==> config.mk <==
export PLATFORM = sky130hd
export DESIGN_NAME = bubble_unsort
export DESIGN_NICKNAME = d
export VERILOG_FILES = /design/src/rtl/bubble_unsort.sv
export SDC_FILE = /design/constraint.sdc
export NUM_CORES = 1
export LEC_CHECK = 0
export CAP_MARGIN = 0
export CORE_UTILIZATION = 49
export CTS_BUF_LIST = sky130_fd_sc_hd__clkbuf_2
export CTS_CLUSTER_DIAMETER = 80
export DETAILED_ROUTE_END_ITERATION = 10
export PLACE_DENSITY = 0.8
export SETUP_SLACK_MARGIN = 0.1
export SLEW_MARGIN = 20
export SYNTH_ARGS = -nofsm -noshare
export SYNTH_HDL_FRONTEND = slang
export SYNTH_SLANG_ARGS = --single-unit
==> constraint.sdc <==
create_clock -name clk -period 8.6 [get_ports clk]
set_input_delay 1.72 -clock clk [delete_from_list [all_inputs] [get_ports clk]]
set_output_delay 1.72 -clock clk [all_outputs]
set_load 0.05 [all_outputs]
==> src/rtl/bubble_unsort.sv <==
// rtl/bubble_unsort.sv - scatters five sorted, origin-tagged words back to their original slots, one per cycle
// Optional build macro PERM_CHECK_EN: first-write-wins duplicate guard with a sticky err flag.
module bubble_unsort #(
    parameter int DATA_W = 16
) (
    input  logic              clk,
    input  logic              rst_n,
    input  logic              in_valid,
    output logic              in_ready,
    input  logic [DATA_W-1:0] s1,
    input  logic [DATA_W-1:0] s2,
    input  logic [DATA_W-1:0] s3,
    input  logic [DATA_W-1:0] s4,
    input  logic [DATA_W-1:0] s5,
    input  logic [2:0]        t1,
    input  logic [2:0]        t2,
    input  logic [2:0]        t3,
    input  logic [2:0]        t4,
    input  logic [2:0]        t5,
    output logic [DATA_W-1:0] out1,
    output logic [DATA_W-1:0] out2,
    output logic [DATA_W-1:0] out3,
    output logic [DATA_W-1:0] out4,
    output logic [DATA_W-1:0] out5,
    output logic              out_valid,
    input  logic              out_ready,
    output logic              err
);

    typedef enum logic [1:0] {IDLE, SCATTER, DONE} state_t;

    state_t            state;
    logic [2:0]        j;
    logic [DATA_W-1:0] s_reg [5];
    logic [2:0]        t_reg [5];
    logic [DATA_W-1:0] o_reg [5];

    logic [DATA_W-1:0] cur_s;
    logic [2:0]        cur_t;
    logic [2:0]        slot;
    logic              tag_ok;
    logic [4:0]        slot_hot;
    logic [4:0]        wr_hot;

    always_comb begin
        cur_s = '0;
        cur_t = 3'd0;
        case (j)
            3'd1: begin cur_s = s_reg[0]; cur_t = t_reg[0]; end
            3'd2: begin cur_s = s_reg[1]; cur_t = t_reg[1]; end
            3'd3: begin cur_s = s_reg[2]; cur_t = t_reg[2]; end
            3'd4: begin cur_s = s_reg[3]; cur_t = t_reg[3]; end
            3'd5: begin cur_s = s_reg[4]; cur_t = t_reg[4]; end
            default: ;
        endcase
    end

    assign tag_ok   = (cur_t >= 3'd1) && (cur_t <= 3'd5);
    assign slot     = cur_t - 3'd1;
    assign slot_hot = tag_ok ? (5'b00001 << slot) : 5'b00000;

`ifdef PERM_CHECK_EN
    logic [4:0] seen;
    logic       err_acc;
    logic       bad_now;

    // A slot already claimed by a lower rank keeps its word; the later claimant only raises err.
    assign bad_now = !tag_ok || ((seen & slot_hot) != 5'b00000);
    assign wr_hot  = bad_now ? 5'b00000 : slot_hot;

    always_ff @(posedge clk) begin
        if (!rst_n) begin
            seen    <= 5'b00000;
            err_acc <= 1'b0;
            err     <= 1'b0;
        end else if (state == IDLE && in_valid && in_ready) begin
            seen    <= 5'b00000;
            err_acc <= 1'b0;
            err     <= 1'b0;
        end else if (state == SCATTER) begin
            seen <= seen | wr_hot;
            if (bad_now)
                err_acc <= 1'b1;
            if (j == 3'd5)
                err <= err_acc | bad_now;
        end
    end
`else
    assign wr_hot = slot_hot;
    assign err    = 1'b0;
`endif

    always_ff @(posedge clk) begin
        if (!rst_n) begin
            state     <= IDLE;
            j         <= 3'd1;
            in_ready  <= 1'b1;
            out_valid <= 1'b0;
            for (int i = 0; i < 5; i++) begin
                s_reg[i] <= '0;
                t_reg[i] <= 3'd0;
                o_reg[i] <= '0;
            end
        end else begin
            case (state)
                IDLE: begin
                    if (in_valid && in_ready) begin
                        s_reg[0] <= s1;
                        s_reg[1] <= s2;
                        s_reg[2] <= s3;
                        s_reg[3] <= s4;
                        s_reg[4] <= s5;
                        t_reg[0] <= t1;
                        t_reg[1] <= t2;
                        t_reg[2] <= t3;
                        t_reg[3] <= t4;
                        t_reg[4] <= t5;
                        for (int i = 0; i < 5; i++)
                            o_reg[i] <= '0;
                        j        <= 3'd1;
                        in_ready <= 1'b0;
                        state    <= SCATTER;
                    end
                end
                SCATTER: begin
                    for (int i = 0; i < 5; i++)
                        if (wr_hot[i])
                            o_reg[i] <= cur_s;
                    if (j == 3'd5) begin
                        j         <= 3'd1;
                        out_valid <= 1'b1;
                        state     <= DONE;
                    end else begin
                        j <= j + 3'd1;
                    end
                end
                DONE: begin
                    if (out_ready) begin
                        out_valid <= 1'b0;
                        in_ready  <= 1'b1;
                        state     <= IDLE;
                    end
                end
                default: begin
                    state     <= IDLE;
                    in_ready  <= 1'b1;
                    out_valid <= 1'b0;
                end
            endcase
        end
    end

    assign out1 = o_reg[0];
    assign out2 = o_reg[1];
    assign out3 = o_reg[2];
    assign out4 = o_reg[3];
    assign out5 = o_reg[4];

endmodule

* Word-level counts from Yosys, hierarchy flattened
Memory sizes are Yosys's and may differ from the RTL's.
Index checks and enable logic that the tools add are counted.
** Cells by class
- $add $sub $neg :: 2
- Multiply operators :: 0
- Div/mod/pow operators :: 0
- Magnitude comparators :: 2
- Equality and inequality tests :: 10
- Shift-type cells :: 1
- Muxes and demuxes :: 61
- Bitwise gates (word level) :: 22
- Reduce and logical (&&, ||, !) cells :: 8
** Operator list (count)
- 16-bit 2-to-1 mux :: 15
- 16-bit one-hot mux with 5 select lines :: 1
- 1-bit 2-to-1 mux :: 29
- 3-bit 2-to-1 mux :: 7
- 1-bit bitwise OR :: 20
- 3-bit one-hot mux with 5 select lines :: 1
- 3-bit AND reduction :: 3
- 3-bit by 2-bit equality test with 1-bit output, second input constant :: 2
- 3-bit equality test, second input constant :: 2
- 2-bit 2-to-1 mux :: 3
- 2-bit inequality test, second input constant :: 3
- 1-bit one-hot mux with 3 select lines :: 2
- 2-bit one-hot mux with 3 select lines :: 1
- 3-bit one-hot mux with 2 select lines :: 1
- 5-bit 2-to-1 mux :: 1
- 1-bit by 3-bit << shifter with 5-bit output, first input constant :: 1
- 3-bit by 1-bit adder with 3-bit output, second input constant :: 1
- 3-bit by 1-bit equality test with 1-bit output, second input constant :: 1
- 3-bit by 1-bit >= comparator with 1-bit output, second input constant :: 1
- 3-bit <= comparator, second input constant :: 1
- 3-bit by 1-bit subtractor with 3-bit output, second input constant :: 1
- 2-bit by 1-bit equality test with 1-bit output, second input constant :: 1
- 2-bit equality test, second input constant :: 1
- 1-bit logical AND :: 2
- other kinds (4) :: 5
** Word-level totals
- Register bits :: 7
- Bits in latches :: 0
- Memory bits (writable) :: 175
- Memory bits (read-only) :: 0
- Bits of input ports :: 99
- Output and inout port bits :: 83
- Logic and storage cells :: 113
- Memories kept :: 3
** Memories
- o_reg :: depth 5, width 16, rd ports 5, clocked after Yosys merged registers in 0, write ports 5, line 36 : logic [DATA_W-1:0] o_reg [5];
- s_reg :: depth 5, width 16, rd ports 5, clocked after Yosys merged registers in 0, write ports 5, line 34 : logic [DATA_W-1:0] s_reg [5];
- t_reg :: depth 5, width 3, rd ports 5, clocked after Yosys merged registers in 0, write ports 5, line 35 : logic [2:0] t_reg [5];

* Depth between registers and ports, before layout
Gate-level depths: netlist of run 1.
- Depth after elaboration :: 10
- Gate-level depth with buffers :: 10
- Depth with buffers taken out :: 6

* Worst setup path before layout of run 1
Ideal clock, no wire load.
- Path type :: input -> register
- Start point :: input port rst_n
- End point :: memory s_reg[0][0] (enable)
- Setup time :: 0.449 ns
- Data arrival time :: 3.831 ns
- Data required time :: 8.151 ns
- Setup slack :: 4.320 ns
- Cell stages on the path :: 3
- Path buffers :: 0
- Cell sequence :: inv_1 a31oi_1 inv_1
** RTL lines
- start, declared :: line 7 : input logic rst_n,
- end, declared :: line 34

* Worst setup path after layout of run 1
- Start point :: register in_ready
- End point :: output port in_ready
** RTL lines
- start, declared :: line 9 : output logic in_ready,
- start signal, assigned :: line 97 : in_ready <= 1'b1;
- start signal, assigned :: line 121 : in_ready <= 1'b0;
- start signal, assigned :: line 140 : in_ready <= 1'b1;
No word-level cell between the ends.

==> out/metrics.csv, run 1 <==
stage;metric;value;unit
yosys;Post-synth top cells;edfxtp_1 (175), and2_1 (98), nor2_1 (25), a22oi_1 (19);
finish;layout net count;715;
sta;RSZ-0062 raised after global routing;no;
clock_tree;# hold bufs at CTS;0;
sta;final setup vio count;0;
yosys;top-area cell type share of the netlist area;74.55;%
yosys;syn avg cell area;16.09;um^2
sta;Hold Worst Slack;614.2;ps
critical_path;reg2reg start;j[0];
sta;Final Hold Vio Count;0;
yosys;Warnings, synthesis;0;
grt;remaining global-route overflow;0;
critical_path;startpoint class of the critical path;register;
clock_tree;H-tree levels;4;
route;Post-DRT Antenna Nets;0;
grt;largest net degree at the start of global routing;96;
yosys;Synth Net Count;538;
sta;total negative slack;0;ps
yosys;Synth Flop Type;edfxtp_1;
clock_tree;Post-CTS Resized;0;
critical_path;Worst Setup End Kind;primary output;
placed_design;PortBufs;180;
critical_path;CP delay by family, top;buffers and inverters;
route;Total Routed Length;13.45;mm
yosys;area leader, netlist;edfxtp_1;
die;I/O Pins;182;
placed_design;placed cell count;776;
clock_tree;CTS tree;yes;
pwr;Peak VDD IR;99.37;uV
yosys;post-synthesis register bit count;182;
critical_path;CP bufs+invs;1;
clock_tree;total clock sinks;182;
placed_design;Detailed Place HPWL;9.540;mm
yosys;EDFF count, synth;175;
clock_tree;CTS max path bufs;2;
clock_tree;clock latency at the later pin of the worst-skew pair;710;ps
critical_path;peak fanout along the critical path;5;
pwr;leakage power;3.352;nW
clock_tree;Worst-path clk slew;230;ps
clock_tree;Post-CTS Setup Bufs;0;
finish;Final Non-Filler Cells;809;
critical_path;crit path from;in_ready;
outcome;status;complete, no violations;
sta;Final Critical Period;3746;ps
die;die height;121.9;um
grt;initial antenna violation count;1;
die;die area;14870;um^2
sta;Max Freq;0.2670;GHz
route;routed length per placed instance;16.62;um
clock_tree;CTS Buf Count;17;
critical_path;CP max-delay cell;clkdlybuf4s50_1;
critical_path;CP Class;register to primary output;
die;initial core utilization;50.59;%
sta;Worst slew margin;25.22;%
route;via count of the routed design;4243;
critical_path;CP cell instances;clkdlybuf4s50_1;
job;MaxCap Viol Count;0;
die;Row Count;43;
die;core area;13930;um^2
route;DRT Pass-1 Iters;8;
worst_hold_path;Hold Crit Class;register to register;
yosys;most frequent cell after synthesis;edfxtp_1;
finish;area grow syn2layout;31.66;%
yosys;Syn Inst Count;438;
yosys;Cell Area, Synth;7049;um^2
route;DRT iter0 DRCs;441;
placed_design;RePlAce Congestion;0.8796;
sta;Slew Viols, Final;0;
sta;Worst Skew;21.09;ps
finish;share of layout cells above drive strength 1;7.962;%
sta;ratio of final minimum period to clock period;43.56;%
die;Chip Width;121.9;um
critical_path;Data required, critical path;6880;ps
grt;Global Route Usage Sum;18.77;%
route;Vias/cell;5.245;
clock_tree;CTS Root Cell;clkbuf_2;
worst_hold_path;Hold Startpoint;state[1];
critical_path;WP data arrival;2030;ps
yosys;most area-consuming cells after synthesis;edfxtp_1 (75%), and2_1 (8.7%), a222oi_1 (2.3%), a22oi_1 (2.0%), dfxtp_1 (2.0%);
grt;vias in the first global route;3923;
yosys;Post-synth ARST share;0;%
sta;Least-Margin Pin Slew;1116;ps
yosys;Cell variety after synth;38;
route;drt drc;0;
yosys;sequential area share after synthesis;76.54;%
critical_path;CP max stage delay;840;ps
pwr;cell area power density;209.0;nW/um^2
grt;first-pass GRT wire length;20.31;mm
[layout make-up]
cell class | count | area, um^2
multi-input cells | 226 | 1533
clock buffers | 18 | 90.09
diodes | 1 | 2.502
fillers | 960 | 4653
clock inverters | 14 | 183.9
flip-flops and latches | 182 | 5395
well taps | 180 | 225.2
inverters | 4 | 16.27
repair buffers | 184 | 1836
[cells by family (layout without fill, tap and decap cells)]
logic type / Yosys count / after routing / share of synthesized area [%]
adders and majority gates: 1 / 1 / 0.1775
AOI/OAI and AO/OA: 75 / 75 / 8.502
buffers and inverters: 30 / 220 / 2.130
other: 1 / 2 / 0.05320
DFF: 182 / 182 / 76.54
muxes: 3 / 3 / 0.4969
and+or+nand+nor: 146 / 146 / 12.11
[metrics by stage]
stage          power [mW]  setup WS (ps)  utilization (%)  area (um^2)
6_report            1.940           4854            66.61         9281
4_1_cts             1.951           4823            66.54         9273
2_1_floorplan       1.352           4320                -         7049
3_5_place_dp        1.499           4468            64.58         8999
5_1_grt             2.008           4761            66.61         9281
3_3_place_gp        1.492           4568            64.58         8999
[worst paths after layout]
| check | cells past startpoint | slack (ps) | to |
|---|---|---|---|
| worst max register to register | 6 | 5260 | o_reg[0][65] |
| worst min register to register | 2 | 610 | state[1] |
| worst min-delay path | 2 | 610 | state[1] |
| worst max-delay path | 1 | 4850 | in_ready |
[worst register-to-register path, cell delays in order (launching register included)]
cell	delay [ps]
dfxtp_1	760
and2_1	220
ha_1	640
a22o_1	310
nor2_1	90
or2_1	300
o21ai_2	680
[routing by layer]
metal,GRT usage [%],vias up,share of wire (%)
met2,29.41,225,48
li1,-,2009,-
met4,9.105,0,2.2
met1,25.20,1986,42
met5,0,-,0
met3,3.745,23,7.6
[power breakdown]
group / total (mW) / internal (mW) / switching (mW)
sequential: 1.10 / 1.07 / 0.0306
clock: 0.463 / 0.174 / 0.290
combinational: 0.379 / 0.141 / 0.238
total: 1.94 / 1.38 / 0.558
[layout by cell type (no fill, tap or decap), types with 2 or more instances in the layout]
cell type	Yosys	routed
a211oi_1	2	2
a21oi_1	4	4
a222oi_1	16	16
a22oi_1	19	19
and2_1	98	98
buf_4	3	3
bufinv_16	0	3
clkbuf_2	0	18
clkdlybuf4s50_1	0	180
clkinv_2	0	3
dfxtp_1	7	7
edfxtp_1	175	175
inv_1	4	3
inv_6	0	6
inv_8	0	2
mux2i_1	2	2
nand2_1	6	6
nand2b_1	2	2
nor2_1	25	23
nor2b_1	5	5
nor3_2	2	2
nor3b_1	2	2
o21a_1	17	17
o21ai_0	9	4
o21ai_2	0	5
No activity file was read; power rests on OpenSTA's default activity.
==> run 2, diff against run 1 <==
Clock period 8.6 ns to 3.55 ns, I/O delays scaled along.
==> run 2 against run 1 <==
Register-to-register slack worse by 4400 ps. Core utilization is 0.51 points higher. Clock power is 130% higher. Die area did not move. Combinational power grew 150%. Clock skew increased by 2.4 ps. First-iteration DRC count down 10%. Cell count rose by 1.2%. Sequential share of layout area down 0.44 points. Critical path depth is the same. Hold slack got worse by 1.4 ps. Worst setup slack worse by 4000 ps. Critical path type unchanged. Largest cell class unchanged.
==> out/metrics.csv, run 2 (synthesized netlist as in run 1, its figures left out) <==
stage;metric;value;unit
clock_tree;Post-CTS Resized;0;
critical_path;CP cell instances;clkdlybuf4s50_1;
route;Vias/cell;5.263;
placed_design;Detailed Place HPWL;10.14;mm
clock_tree;total clock sinks;182;
critical_path;Worst Setup End Kind;primary output;
grt;initial antenna violation count;1;
die;Chip Width;121.9;um
clock_tree;clock latency at the later pin of the worst-skew pair;710;ps
pwr;cell area power density;500.1;nW/um^2
clock_tree;Post-CTS Setup Bufs;0;
clock_tree;CTS max path bufs;2;
sta;total negative slack;0;ps
route;Post-DRT Antenna Nets;0;
die;die area;14870;um^2
sta;Slew Viols, Final;0;
sta;RSZ-0062 raised after global routing;no;
pwr;Power Total;4.677;mW
die;I/O Pins;182;
route;DRT iter0 DRCs;396;
clock_tree;H-tree levels;4;
finish;commonest non-fill, non-tap cells in the layout;clkdlybuf4s50_1 (180), edfxtp_1 (175), and2_1 (98);
grt;remaining global-route overflow;0;
critical_path;CP bufs+invs;1;
grt;vias in the first global route;4014;
die;core area;13930;um^2
critical_path;startpoint class of the critical path;register;
finish;Multi-input gate area;1533;um^2
critical_path;CP delay by family, top;buffers and inverters;
grt;first-pass GRT wire length;20.58;mm
sta;final setup vio count;0;
sta;Least-Margin Pin Slew;1123;ps
clock_tree;CTS Buf Count;17;
pwr;leakage power;3.390;nW
die;die height;121.9;um
critical_path;CP max-delay cell;clkdlybuf4s50_1;
placed_design;Placed Area;9086;um^2
die;initial core utilization;50.59;%
sta;ratio of final minimum period to clock period;76.01;%
critical_path;CP max stage delay;830;ps
grt;Global Route Usage Sum;19.25;%
route;via count of the routed design;4310;
critical_path;Levels on crit path;1;
sta;Worst slew margin;24.75;%
critical_path;Data required, critical path;2840;ps
clock_tree;Worst-path clk slew;220;ps
route;drt drc;0;
finish;filler instances;970;
job;MaxCap Viol Count;0;
route;routed length per placed instance;17.04;um
outcome;status;complete, no violations;
clock_tree;# hold bufs at CTS;0;
clock_tree;CTS tree;yes;
placed_design;placed cell count;786;
critical_path;CP Class;register to primary output;
sta;Worst Skew;23.54;ps
critical_path;peak fanout along the critical path;5;
grt;largest net degree at the start of global routing;50;
finish;layout net count;725;
die;Row Count;43;
route;Total Routed Length;13.95;mm
placed_design;RePlAce Congestion;0.8686;
sta;Final Critical Period;2698;ps
worst_hold_path;Hold Crit Class;input pin to register;
finish;Seq. cell area;5395;um^2
placed_design;PortBufs;180;
route;DRT Pass-1 Iters;9;
pwr;Peak VDD IR;233.4;uV
sta;Final Hold Vio Count;0;
finish;post-route cell area;9353;um^2
finish;most common cell after layout, fill and taps aside;clkdlybuf4s50_1;
clock_tree;CTS Root Cell;clkbuf_2;
critical_path;WP data arrival;1990;ps
finish;area grow syn2layout;32.68;%
worst_hold_path;hold-critical path depth;2;
sta;Max Freq;0.3706;GHz
finish;share of layout cells above drive strength 1;9.091;%
finish;Final Non-Filler Cells;819;
sta;Hold Worst Slack;612.8;ps
critical_path;worst r2r path cells;8;
-- run 2: changes by cell type in the layout (fill, tap and decap cells not counted), sizes merged --
cell,before,now
buf,4,14
inv,11,7
clkinvlp,0,1
clkinv,4,8
clkbuf,18,17
-- run 2: through the flow --
stage	setup slack, ps	util [%]
5_1_grt	712.1	67.12
3_3_place_gp	672.5	65.21
2_1_floorplan	241.1	-
4_1_cts	780.5	67.08
6_report	851.6	67.12
3_5_place_dp	575.0	65.21
-- run 2: path summary, 6_finish.rpt --
check	slack [ps]	endpoint	from
setup / recovery	850	in_ready	in_ready
hold / removal	610	in_ready	rst_n
setup reg to reg	860	o_reg[0][66]	j[0]
hold reg to reg	620	state[1]	state[1]
-- run 2: power breakdown --
part	switching, mW	internal (mW)	total [mW]
combinational	0.586	0.357	0.943
clock	0.676	0.399	1.08
sequential	0.0756	2.58	2.66
total	1.34	3.34	4.68
-- run 2: layout make-up --
class,count,share of cell area [%]
flip-flops and latches,182,57.69
repair buffers,194,20.52
multi-input cells,226,16.39
well taps,180,2.408
clock inverters,15,1.886
clock buffers,17,0.9097
inverters,4,0.1739
diodes,1,0.02676
-- run 2: routing by layer --
layer	vias to the layer above	part of all wire [%]	GRT usage, %
met2	233	49	31.78
met5	-	0	0
met3	19	7.3	4.213
met1	2036	42	24.71
li1	2022	-	-
met4	0	1.5	7.870
==> run 3, diff against run 2 <==
Settings changed: CORE_UTILIZATION 49 to 46, PLACE_DENSITY 0.8 to 0.79.
Clock period 3.55 ns to 2.3 ns, I/O delays scaled along.
==> run 3 against run 2 <==
Via count grew 3.8%. Flip-flop and latch count unchanged. Die area increased by 6.4%.
==> out/metrics.csv, run 3 (synthesized netlist as in run 1, its figures left out) <==
stage;metric;value;unit
die;core area;14750;um^2
finish;area grow syn2layout;36.63;%
finish;share of layout cells above drive strength 1;16.82;%
pwr;leakage power;3.732;nW
critical_path;startpoint class of the critical path;register;
sta;Final Critical Period;2200;ps
sta;Hold Worst Slack;362.3;ps
worst_hold_path;Hold Crit Class;input pin to register;
sta;Worst slew margin;55.93;%
critical_path;peak fanout along the critical path;8;
critical_path;CP Class;register to register;
finish;post-route cell area;9632;um^2
clock_tree;CTS Buf Count;17;
outcome;status;complete, no violations;
clock_tree;H-tree levels;4;
grt;largest net degree at the start of global routing;96;
pwr;Peak VDD IR;340.7;uV
critical_path;WP data arrival;2680;ps
critical_path;Data required, critical path;2780;ps
route;Post-DRT Antenna Nets;0;
critical_path;Worst Setup End Kind;register;
finish;most common cell after layout, fill and taps aside;edfxtp_1;
die;Row Count;44;
clock_tree;total clock sinks;182;
route;routed length per placed instance;18.86;um
die;I/O Pins;182;
worst_hold_path;hold path endpoint;s_reg[0][78];
placed_design;RePlAce Congestion;0.9036;
die;initial core utilization;47.78;%
clock_tree;Worst-path clk slew;290;ps
finish;Final Non-Filler Cells;839;
finish;commonest non-fill, non-tap cells in the layout;edfxtp_1 (175), and2_1 (98), clkdlybuf4s50_1 (98);
clock_tree;CTS Root Cell;clkbuf_2;
sta;Least-Margin Pin Slew;658.9;ps
route;drt drc;0;
worst_hold_path;hold-critical path depth;2;
die;die area;15820;um^2
clock_tree;CTS tree;yes;
die;die height;125.8;um
grt;Global Route Usage Sum;20.15;%
sta;ratio of final minimum period to clock period;95.64;%
sta;min setup slack post-route;100.4;ps
clock_tree;# hold bufs at CTS;0;
sta;total negative slack;0;ps
finish;Util after Layout;65.28;%
critical_path;reg2reg start;j[0];
route;via count of the routed design;4474;
placed_design;worst slack at placement;-70.00;ps
critical_path;RR Endpoint;o_reg[0][70];
route;Total Routed Length;15.83;mm
route;Vias/cell;5.333;
job;MaxCap Viol Count;0;
pwr;Power Total;7.324;mW
clock_tree;CTS max path bufs;2;
route;DRT iter0 DRCs;569;
sta;RSZ-0062 raised after global routing;yes;
placed_design;placed cell count;798;
sta;final setup vio count;0;
pwr;cell area power density;760.4;nW/um^2
finish;layout net count;742;
placed_design;Placed Area;9258;um^2
die;Chip Width;125.8;um
sta;Max Freq;0.4546;GHz
worst_hold_path;Hold Startpoint;s5[14];
grt;initial antenna violation count;1;
grt;first-pass GRT wire length;23.78;mm
sta;Worst Skew;65.85;ps
placed_design;Detailed Place HPWL;11.11;mm
critical_path;worst r2r path cells;7;
sta;Slew Viols, Final;0;
sta;Final Hold Vio Count;0;
route;DRT Pass-1 Iters;8;
grt;remaining global-route overflow;0;
clock_tree;clock latency at the later pin of the worst-skew pair;740;ps
grt;vias in the first global route;4359;
placed_design;PortBufs;180;
critical_path;reg-to-reg slack, setup;100;ps
run 3: cell count changes in the layout (fill, tap and decap cells not counted), sizes merged:
cell	change
clkdlybuf4s15	+15
buf	+15
clkdlybuf4s50	-82
clkinv	-3
clkbuf	+8
clkinvlp	+1
dlygate4sd2	+61
inv	+1
run 3: critical path, stage by stage, from the launching register on:
cell and delay [ps]:
dfxtp_4 430, buf_4 140, mux2i_1 130, a211oi_2 410, nor2_2 130, or2_4 290, o21ai_4 240, clkbuf_16 210
run 3: how the worst max path moves through the flow:
stage	endpoint	cells after the start	start
after global placement	o_reg[0][26]	6	j[0]
after CTS	in_ready	1	in_ready
after detailed placement	o_reg[0][74]	5	j[0]
final	o_reg[0][70]	7	j[0]
after global routing	o_reg[0][70]	7	j[0]
after floorplan	s_reg[0][0]	3	rst_n
run 3: power by group:
part,leakage (nW),switching [mW],internal [mW],total [mW]
clock,0.153,1.08,0.615,1.69
combinational,1.64,0.975,0.540,1.51
sequential,1.93,0.126,3.99,4.12
total,3.73,2.18,5.15,7.32
run 3: cell type report:
class	count	area (um^2)
well taps	184	230.2
flip-flops and latches	182	5405
multi-input cells	226	1658
fillers	1040	5122
repair buffers	211	2059
inverters	4	18.77
clock inverters	14	172.7
diodes	1	2.502
clock buffers	17	85.08
run 3: per-layer routing:
metal  track usage [%]  vias up  part of all wire (%)  routed length [um]
met2             30.00      281                    45                7115
li1                  -     2057                     -                   -
met1             28.76     2095                    44                6986
met5                 0        -                     0                   0
met4             8.646        0                   2.7                 432
met3             4.460       41                   8.2                1293
run 3: timing repair:
| action | in CTS | in global routing |
|---|---|---|
| setup endpoints to repair | 242 | 169 |
| gates cloned | 0 | 1 |
| pin swaps | 1 | 4 |
| buffers inserted | 1 | 7 |
| gates resized for setup | 97 | 48 |
